===== src/rtl/uart_hex_reporter.sv =====
// rtl/uart_hex_reporter.sv - UART transmit front-end merging a byte-echo FIFO with atomic hex value reports
module uart_hex_reporter #(
    parameter int WIDTH      = 32,
    parameter int ECHO_DEPTH = 4,
    parameter int PREFIX     = 1,
    parameter int NEWLINE    = 1
) (
    input  logic             clk,
    input  logic             reset,
    input  logic [WIDTH-1:0] value,
    input  logic             value_strobe,
    output logic             value_dropped,
    output logic             busy,
    input  logic [7:0]       echo_byte,
    input  logic             echo_strobe,
    output logic             echo_dropped,
    output logic [7:0]       txd,
    input  logic             txd_ready,
    output logic             txd_strobe
);
    localparam int DIGITS = WIDTH / 4;
    localparam int DW     = $clog2(DIGITS) + 1;
    localparam int AW     = $clog2(ECHO_DEPTH);
    localparam int CW     = AW + 1;

    typedef enum logic [2:0] {IDLE, ECHO, PFX0, PFX1, DIGIT, CR, LF, GAP} state_t;

    state_t           state, state_next, ret, ret_next, ret_cand;
    logic [7:0]       mem [ECHO_DEPTH];
    logic [AW-1:0]    rd_ptr, wr_ptr;
    logic [CW-1:0]    count;
    logic [WIDTH-1:0] sreg;
    logic [DW-1:0]    dcount;

    logic       push_ok, full, accept;
    logic       emit, issue, pop, load_digits, last;
    logic [7:0] char, hex;
    logic [3:0] nib;

    assign full    = (count == CW'(ECHO_DEPTH));
    assign push_ok = echo_strobe && !full;
    assign accept  = value_strobe && !busy;
    assign nib     = sreg[WIDTH-1 -: 4];
    assign hex     = (nib < 4'd10) ? {4'h3, nib} : 8'h37 + {4'h0, nib};

    // IDLE looks at this cycle's push/strobe too, so the first byte goes out two cycles after the request.
    always_comb begin
        state_next  = state;
        ret_next    = ret;
        ret_cand    = IDLE;
        emit        = 1'b0;
        issue       = 1'b0;
        pop         = 1'b0;
        load_digits = 1'b0;
        last        = 1'b0;
        char        = 8'h00;
        case (state)
            IDLE: begin
                if (count != '0 || push_ok) begin
                    state_next = ECHO;
                end else if (busy || value_strobe) begin
                    state_next  = (PREFIX != 0) ? PFX0 : DIGIT;
                    load_digits = 1'b1;
                end
            end
            ECHO: begin
                emit = 1'b1;
                char = mem[rd_ptr];
                pop  = txd_ready;
            end
            PFX0: begin
                emit     = 1'b1;
                char     = 8'h30;
                ret_cand = PFX1;
            end
            PFX1: begin
                emit     = 1'b1;
                char     = 8'h78;
                ret_cand = DIGIT;
            end
            DIGIT: begin
                emit = 1'b1;
                char = hex;
                if (dcount == DW'(1)) begin
                    ret_cand = (NEWLINE != 0) ? CR : IDLE;
                    last     = (NEWLINE == 0);
                end else begin
                    ret_cand = DIGIT;
                end
            end
            CR: begin
                emit     = 1'b1;
                char     = 8'h0D;
                ret_cand = LF;
            end
            LF: begin
                emit = 1'b1;
                char = 8'h0A;
                last = 1'b1;
            end
            GAP:     state_next = ret;
            default: state_next = IDLE;
        endcase
        if (emit && txd_ready) begin
            issue      = 1'b1;
            state_next = GAP;
            ret_next   = ret_cand;
        end
    end

    always_ff @(posedge clk) begin
        if (reset) begin
            state <= IDLE;
            ret   <= IDLE;
        end else begin
            state <= state_next;
            ret   <= ret_next;
        end
    end

    always_ff @(posedge clk) begin
        if (push_ok && !reset) begin
            mem[wr_ptr] <= echo_byte;
        end
    end

    always_ff @(posedge clk) begin
        if (reset) begin
            txd           <= 8'h00;
            txd_strobe    <= 1'b0;
            busy          <= 1'b0;
            value_dropped <= 1'b0;
            echo_dropped  <= 1'b0;
            rd_ptr        <= '0;
            wr_ptr        <= '0;
            count         <= '0;
            sreg          <= '0;
            dcount        <= '0;
        end else begin
            txd_strobe    <= issue;
            value_dropped <= value_strobe && busy;
            echo_dropped  <= echo_strobe && full;
            if (issue) begin
                txd <= char;
            end
            if (accept) begin
                sreg <= value;
                busy <= 1'b1;
            end else begin
                if (issue && state == DIGIT) begin
                    sreg <= sreg << 4;
                end
                if (issue && last) begin
                    busy <= 1'b0;
                end
            end
            if (load_digits) begin
                dcount <= DW'(DIGITS);
            end else if (issue && state == DIGIT) begin
                dcount <= dcount - DW'(1);
            end
            if (push_ok) begin
                wr_ptr <= wr_ptr + AW'(1);
            end
            if (pop) begin
                rd_ptr <= rd_ptr + AW'(1);
            end
            count <= count + CW'(push_ok) - CW'(pop);
        end
    end
endmodule

===== config.mk =====
export PLATFORM = sky130hd
export DESIGN_NAME = uart_hex_reporter
export DESIGN_NICKNAME = d
export VERILOG_FILES = /design/src/rtl/uart_hex_reporter.sv
export SDC_FILE = /design/constraint.sdc
export NUM_CORES = 1
export LEC_CHECK = 0
export ABC_AREA = 1
export BUFFER_PORTS_ARGS = -buffer_cell sky130_fd_sc_hd__buf_4
export CAP_MARGIN = 30
export CORE_MARGIN = 1.5
export CORE_UTILIZATION = 50
export DETAILED_ROUTE_END_ITERATION = 7
export GPL_TIMING_DRIVEN = 1
export PLACE_DENSITY = 0.7
export SETUP_SLACK_MARGIN = 0.3
export SYNTH_ARGS = -nofsm -noshare
export SYNTH_HDL_FRONTEND = slang
export SYNTH_SLANG_ARGS = --single-unit
export TNS_END_PERCENT = 5

===== constraint.sdc =====
create_clock -name clk -period 2.7 [get_ports clk]
set_clock_uncertainty 0.2 [all_clocks]
set_input_delay 0.27 -clock clk [delete_from_list [all_inputs] [get_ports clk]]
set_output_delay 0.27 -clock clk [all_outputs]
set_load 0.01 [all_outputs]

# [Word level (Yosys, flattened, before mapping)]
# Memory sizes are Yosys's and may differ from the RTL's. A register that Yosys moved wholly into a read port is not among the register bits.
# Cells that the tools add are included.
[totals] ramBits=32 wordCells=78 memories=1 in_bits=45 out_inout_bits=12 register_bits=61
[mem_list] name="mem" words=4 word_bits=8 rd=1 rd_ports_with_merged_regs=1 write_ports=1 line="29" source="logic [7:0] mem [ECHO_DEPTH];"
[classes] eq_ne=10 n_mux=25 n_lt_le_gt_ge=1 add_sub_neg=6 reduce_logical=22
[op_table] cell="2-to-1 mux 32 bit" n=2
[op_table] cell="one-hot mux 8 bit (6 select lines)" n=1
[op_table] cell="equality test 3 bit (second input constant)" n=5
[op_table] cell="2-to-1 mux 1 bit" n=12
[op_table] cell="one-hot mux 3 bit (4 select lines)" n=1
[op_table] cell="2-to-1 mux 3 bit" n=3
[op_table] cell="logical AND 1 bit" n=8
[op_table] cell="2-to-1 mux 4 bit" n=2
[op_table] cell="adder 6 x 4 -> 7 bit (first input constant)" n=1
[op_table] cell="2-to-1 mux 7 bit" n=1
[op_table] cell="equality test 3 x 2 -> 1 bit (second input constant)" n=2
[op_table] cell="one-hot mux 3 bit (2 select lines)" n=1
[op_table] cell="nonzero test 2 bit" n=3
[op_table] cell="nonzero test 3 bit" n=2
[op_table] cell="OR reduction 6 bit" n=1
[op_table] cell="adder 2 x 1 -> 2 bit (second input constant)" n=2
[op_table] cell="equality test 4 x 1 -> 1 bit (second input constant)" n=1
[op_table] cell="< comparator 4 bit (second input constant)" n=1
[op_table] cell="2-to-1 mux 2 bit" n=2
[op_table] cell="inequality test 4 bit (second input constant)" n=1
[op_table] cell="subtractor 4 x 1 -> 4 bit (second input constant)" n=1
[op_table] cell="adder 3 x 1 -> 3 bit" n=1
[op_table] cell="equality test 3 x 1 -> 1 bit (second input constant)" n=1
[op_table] cell="zero test 1 bit" n=3
[op_table] cell="other kinds (5)" n=6

# [Logic depth before layout (Yosys ltp)]
# Gate-level depths: netlist of run 1.
[logic_depth] word_depth=8 ltp_mapped=12 ltp_nobuf=11

# [Worst setup path after synthesis of run 1]
# Ideal clock, no wire load.
[synth_path] kind="reg2reg" from="register state[1]" to="register count[2]" path_stages_with_launch=13 arrival_ns=1.837 setup_slack_ns=0.594 required_ns=2.430 synth_period_minus_slack_ns=2.106 setup_ns=0.070 n_path_buf=1 path_cell_list="dfxtp_1 > buf_6 > inv_1 > nand2_1 > nor3_4 > ha_1 > inv_1 > ha_1 > inv_1 > fa_1 > inv_1 > o21ai_0 > a21oi_1"
[synth_between] elab_chain_cells=3
[synth_rtl] item="start: declaration" line="28" source="state_t state, state_next, ret, ret_next, ret_cand;"
[synth_rtl] item="start signal: assignment" line="116" source="state <= state_next;"
[synth_rtl] item="equality test 3 x 1 -> 1 bit" line="57" source="case (state)"
[synth_rtl] item="2-to-1 mux 1 bit" line="57"
[synth_rtl] item="via pop" line="36" source="logic emit, issue, pop, load_digits, last;"
[synth_rtl] item="subtractor 3 x 1 -> 3 bit" line="168" source="count <= count + CW'(push_ok) - CW'(pop);"
[synth_rtl] item="end signal: assignment" line="168"
[synth_rtl] item="end: declaration" line="31" source="logic [CW-1:0] count;"
# The timed path passes the listed nets, and every way through them passes these cells.
# A chain may end at the register's enable or synchronous reset.

# [Final worst setup path of run 1]
# Same ends and word-level chain as after synthesis.

==> qor.txt, run 1 <==
Mapped Area: 4500 sq um
Clk slew on worst S/H paths: 0.10 ns
Synth unique cells: 27
Area Growth Syn to Fin: 18.9%
Min cycle time layout: 2.25 ns
Die area: 9580 sq um
Total gr overflow: 0
Initial DRC Count: 243
Main combinational cell family by area after synthesis: simple AND/OR/NAND/NOR gates
Via count: 3892
Crit path top cell by count: inv_1
Placer Congestion: 0.965
Main flop type after synthesis: dfxtp_1
Sequential share of the synthesized area: 0.493
Largest net degree at the start of global routing: 40
RR Startpoint: state[1]$_SDFFE_PP0P_
Initial antenna violation count: 0
Layout cells sized above 1: 0.146
Vias in the first global route: 3584
Synthesis warning total: 0
GRT Overall Usage: 0.215
Number of diodes: 0
Mean Syn Cell Area: 7.49 sq um
Mux cell area share after synthesis: 0
Max-cap violation count: 0
Post-Syn Instances: 601
Post-route DRC: 0
Xor-xnor portion of the synthesized cell area: 0.00389
Syn_nets: 656
Core region area: 8720 sq um
CP max stage cell: dfxtp_1
Hold path endpoint: sreg[29]$_SDFFE_PP0P_
DR WL/cell: 12.5 um
Pre-CTS setup slack: 0.390 ns
CTS H-Tree Depth: 3
Die H: 97.9 um
CP max stage delay: 0.40 ns
Post-synth top area share: 0.280
FILL cells: 769
Fmax achieved: 0.445 GHz
Fin. max-slew vios: 0
First-pass GRT wire length: 16500 um
Post-route setup TNS: 0 ns
Worst R2R End: count[2]$_SDFF_PP0_
HP Start: value[29]
CTS tree: done
Maximum VDD drop: 0.411 mV
FP Rows: 34
Initial Util: 0.516
Critical path type: flop to flop
DP HPWL: 6490 um
Register area: 2220 sq um
# IOs: 57
Vias per inst: 5.01
Post-Synth Simple-Gate Area: 0.314
Worst-path cell chain: inv_1, nand2_1, nor3_4, ha_1, inv_1, ha_1, inv_1, fa_1, inv_1, o21ai_0, a21oi_1
Latest clock arrival within the worst-skew pair: 0.36 ns
Leak: 0.00243 uW
Final-report hold violation count: 0
Total CTS buffers: 9
Final #Nets: 719
CTS max path bufs: 2
Tightest Pin Transition: 0.525 ns
Post-Synth Adder-Cell Area: 0.0295
Clk root buf: clkbuf_8
RSZ-0062 raised after global routing: false
Commonest cells post-synth: nand2_1 (208), dfxtp_1 (63), nor2_1 (60), inv_1 (59), nand3_1 (59)
DRT antenna net count: 0
Status: finished, final reports clean
Worst Hold Depth: 5
Arr. time, crit path: 2.35 ns
Synth async-reset ratio: 0
Crit. End Element: flop
R2r worst-path depth: 11
Area occupied by multi-input gates: 1890 sq um
Post-synth top area cell: dfxtp_1
Die W: 97.9 um
Final Cycle Share: 0.832
Final worst slack: 0.452 ns
Slew margin rel.: 0.649
DR pass1 iterations: 5
Port bufs: 56
Leading post-synthesis cells by cell area: dfxtp_1 (28%), edfxtp_1 (21%), nand2_1 (17%)
Worst path required time: 2.81 ns
Worst-path fanout max: 8
Final Setup Violations: 0
#FFs+latches synth: 95
Routed WL: 9720 um
Worst hold path class: primary input to flop
Most frequent cell after synthesis: nand2_1
Critical path startpoint category: flop
EDFF count, synth: 32
Worst reg2reg setup slack: 0.45 ns
CP startpoint: state[1]$_SDFFE_PP0P_
Cell Pwr Density: 723 nW/um^2
Synth Area in Compound Gates: 0.0725
Clock Sinks: 95
-- critical path, delay by kind of cell (launching register included) --
family                     cells  cell delay (ns)
DFF                            1             0.40
and+or+nand+nor                2             0.35
buffers and inverters          4             0.31
adders and majority gates      3             0.75
AOI/OAI and AO/OA              2             0.19
-- through the flow --
step / area [sq um] / power, uW / utilization / hold slack (ns) / std cells
floorplan: 4500 / 2520 / - / 0.151 / 601
global placement: 4970 / 2770 / 0.570 / 0.249 / 746
CTS: 5330 / 3890 / 0.612 / 0.00519 / 775
global route: 5350 / 4130 / 0.614 / 0.0656 / 777
finish: 5350 / 3870 / 0.614 / 0.0559 / 777
detailed placement: 4970 / 2790 / 0.570 / 0.254 / 746
-- kinds of logic after synthesis --
logic type                 after synthesis
DFF                                     95
buffers and inverters                   90
AOI/OAI and AO/OA                       63
adders and majority gates               10
xor gates and xnor gates                 2
and+or+nand+nor                        341
-- what timing repair did --
action	4_1_cts	5_1_grt
setup endpoints to repair	0	1
hold buffers	13	1
endpoints found under the hold margin	37	1
setup buffers	0	1
gates resized for setup	0	1
-- how the worst max path moves through the flow --
| stage | slack [ns] | cells after the start | endpoint |
|---|---|---|---|
| 3_5_place_dp | 0.39 | 10 | count[2]$_SDFF_PP0_ |
| 5_1_grt | 0.32 | 11 | count[2]$_SDFF_PP0_ |
| 3_3_place_gp | 0.53 | 11 | count[2]$_SDFF_PP0_ |
| 2_1_floorplan | 0.59 | 12 | count[2]$_SDFF_PP0_ |
| 4_1_cts | 0.37 | 10 | count[2]$_SDFF_PP0_ |
| 6_report | 0.45 | 11 | count[2]$_SDFF_PP0_ |
-- power breakdown --
part | internal (uW) | total [uW] | switching [uW]
Combinational | 388 | 1020 | 628
Sequential | 1640 | 1770 | 125
Clock | 545 | 1080 | 540
-- layout make-up --
class	count	share of cell area
sequential	95	0.415
multi-input combinational	416	0.353
tap	108	0.0252
clock buffer	9	0.0231
inverter	61	0.0428
timing repair buffer	81	0.120
clock inverter	7	0.0203
-- registers in the layout, summed over array words and instances, names as in the netlist, 2 cells and up, named ones only --
name,count
mem,32
sreg,32
txd,8
dcount,4
count,3
ret,3
state,3
rd_ptr,2
wr_ptr,2
-- metal layers --
metal / vias up / global-route usage / part of all wire
li1: 2027 / - / -
met1: 1775 / 0.279 / 0.47
met2: 80 / 0.358 / 0.47
met3: 10 / 0.0580 / 0.049
met4: 0 / 0.0549 / 0.012
met5: - / 0 / 0
-- cells in the final DEF (no fill, tap or decap) --
master	synthesis	layout
bufinv_16	0	2
nand3_2	2	2
xor2_1	1	1
inv_2	2	2
nor2_2	2	2
dfxtp_1	63	62
o21ai_0	19	19
xnor2_1	1	1
a21oi_2	2	2
nand3_4	1	1
nor2_1	60	60
nor3_1	4	4
clkbuf_8	0	9
o21ai_2	1	1
nand2_1	208	208
dlygate4sd3_1	0	14
nand2_2	2	2
nand3_1	59	59
nand4_1	1	1
a21oi_1	41	41
ha_1	9	9
edfxtp_1	32	32
inv_8	0	2
inv_1	59	59
inv_6	0	3
buf_4	3	67
fa_1	1	1
or2_2	1	1
dfxtp_2	0	1
nor3_4	1	1
Note: power is estimated with default switching activity, not from simulation.
==> inputs of run 2 (changes only) <==
--- a/config.mk
+++ b/config.mk
@@ -12,7 +12,7 @@
 export CORE_UTILIZATION = 50
 export DETAILED_ROUTE_END_ITERATION = 7
 export GPL_TIMING_DRIVEN = 1
-export PLACE_DENSITY = 0.7
+export PLACE_DENSITY = 0.73
 export SETUP_SLACK_MARGIN = 0.3
 export SYNTH_ARGS = -nofsm -noshare
 export SYNTH_HDL_FRONTEND = slang
==> constraint.sdc (replaced) <==
create_clock -name clk -period 1.93 [get_ports clk]
set_clock_uncertainty 0.2 [all_clocks]
set_input_delay 0.193 -clock clk [delete_from_list [all_inputs] [get_ports clk]]
set_output_delay 0.193 -clock clk [all_outputs]
set_load 0.01 [all_outputs]
==> run 2 against run 1 <==
Compared with the run above: the run now ends with negative setup slack left; die area did not move; setup slack got worse by 0.51 ns; non-clock buffer count rose by 29; largest power group unchanged; hold slack got worse by 0.045 ns; clock power rose by 26%; sequential cell count did not move; highest routed layer unchanged; design area rose by 7.4%; utilization rose by 4.5 points; combinational power rose by 100%.
==> qor.txt, run 2 (synthesis gave the netlist of run 1 again) <==
Worst-path fanout max: 2
CP startpoint: count[0]$_SDFF_PP0_
Final Setup Violations: 2
Vias in the first global route: 3923
Combinational power share: 0.353
Fin cells: 806
Die H: 97.9 um
Worst path required time: 1.98 ns
Post-route DRC: 0
Final #Nets: 748
Post-route setup TNS: -0.102 ns
Largest net degree at the start of global routing: 40
Number of diodes: 0
Violated checks: negative setup slack
Clock Sinks: 95
Core region area: 8720 sq um
Most frequent cells in the layout: nand2_1 (202), buf_4 (84), dfxtp_1 (58), inv_1 (55), nand3_1 (55)
Internal: 3830 uW
Crit path to: count[1]$_SDFF_PP0_
# IOs: 57
RR Startpoint: count[0]$_SDFF_PP0_
Fmax achieved: 0.503 GHz
Leak: 0.00259 uW
Initial DRC Count: 267
Flop pwr share: 0.418
Worst reg2reg setup slack: -0.06 ns
R2r worst-path depth: 9
Switching portion of total power: 0.352
Placed Instances: 759
CTS max path bufs: 2
Vias per inst: 5.07
Most common cell after layout, fill and taps aside: nand2_1
Slew margin rel.: 0.702
Worst R2R End: count[1]$_SDFF_PP0_
RSZ-0062 raised after global routing: true
Clk root buf: clkbuf_8
Critical path startpoint category: flop
Layout cells sized above 1: 0.221
Area Growth Syn to Fin: 27.7%
Arr. time, crit path: 2.04 ns
Maximum VDD drop: 0.556 mV
GRT Overall Usage: 0.231
Placer Congestion: 0.829
Worst hold path class: primary input to flop
Total CTS buffers: 9
Final worst slack: -0.0598 ns
Top flop regs: mem (32), sreg (32), txd (8)
Post-placement cell area: 5090 sq um
Crit. End Element: flop
First-pass GRT wire length: 18000 um
Via count: 4084
Tot Pwr: 5910 uW
Port bufs: 56
DR pass1 iterations: 5
Hold slack: 0.0105 ns
DP HPWL: 7020 um
Routed WL: 10800 um
DRT antenna net count: 0
Tightest Pin Transition: 0.447 ns
Critical path type: flop to flop
Final instance area: 5750 sq um
Die area: 9580 sq um
Die W: 97.9 um
Min cycle time layout: 1.99 ns
CTS H-Tree Depth: 3
Sw Pwr: 2080 uW
Initial antenna violation count: 0
Final Cycle Share: 1.03
Latest clock arrival within the worst-skew pair: 0.36 ns
Fin. max-slew vios: 0
CTS tree: done
FP Rows: 34
Total gr overflow: 0
Clk slew on worst S/H paths: 0.10 ns
Status: finished, violations left
Final-report hold violation count: 0
Initial Util: 0.516
Clock power share: 0.229
Max-cap violation count: 0
DR WL/cell: 13.4 um
Cell Pwr Density: 1030 nW/um^2
-- run 2: cell types whose count changed in the layout (fill, tap and decap cells not counted), sizes merged --
cell         previous run  this run
buf                    67        91
bufinv                  2         1
clkinv                  0         1
clkinvlp                0         2
dlygate4sd3            14        19
inv                    66        64
-- run 2: critical path, cell delays in order, from the launching register on --
cell	delay, ns
dfxtp_2	0.36
nor2_4	0.14
nand2_2	0.08
nand2_2	0.07
ha_1	0.22
inv_1	0.06
ha_2	0.16
inv_2	0.04
fa_2	0.51
nor2_1	0.04
-- run 2: worst min-delay path by stage --
stage                             to  slack, ns  cells after the start    startpoint
6_report       sreg[31]$_SDFFE_PP0P_       0.01                      5     value[31]
5_1_grt         sreg[4]$_SDFFE_PP0P_       0.02                      5      value[4]
4_1_cts         sreg[8]$_SDFFE_PP0P_      0.002                      5      value[8]
3_5_place_dp     mem[1][1]$_DFFE_PP_       0.19                      1  echo_byte[1]
3_3_place_gp     mem[3][3]$_DFFE_PP_       0.19                      1  echo_byte[3]
2_1_floorplan  txd_strobe$_SDFF_PP0_       0.07                      1         reset
-- run 2: per-stage QoR --
| stage | worst slack, ns | utilization |
|---|---|---|
| global placement | 0.0235 | 0.584 |
| CTS | -0.0352 | 0.647 |
| floorplan | -0.118 | - |
| detailed placement | -0.0858 | 0.584 |
| finish | -0.0598 | 0.659 |
| global route | -0.147 | 0.659 |
-- run 2: routing by layer --
metal / track usage / share of wire / up-vias
li1: - / - / 2078
met4: 0.0857 / 0.016 / 0
met1: 0.308 / 0.45 / 1893
met5: 0 / 0 / -
met3: 0.0379 / 0.042 / 21
met2: 0.380 / 0.49 / 92
-- run 2: area by class of cell --
type	instances	area, sq um
fill	716	2970
sequential	95	2230
multi-input combinational	416	2040
timing repair buffer	110	908
inverter	61	239
tap	108	135
clock buffer	9	124
clock inverter	7	76.3
-- run 2: power groups by stage --
stage | clock (uW) | sequential [uW] | combinational [uW]
6_report | 1360 | 2470 | 2090
5_1_grt | 1450 | 2490 | 2320
4_1_cts | 1370 | 2450 | 1900
3_5_place_dp | 0 | 2490 | 1590
3_3_place_gp | 0 | 2480 | 1550
2_1_floorplan | 0 | 2480 | 1060
-- run 2: repair_timing --
item	in CTS	in global routing
endpoints found under the setup margin	36	73
hold endpoints to repair	43	0
setup buffers	10	2
pin swaps	14	21
resized for setup	26	29
hold buffers	19	0
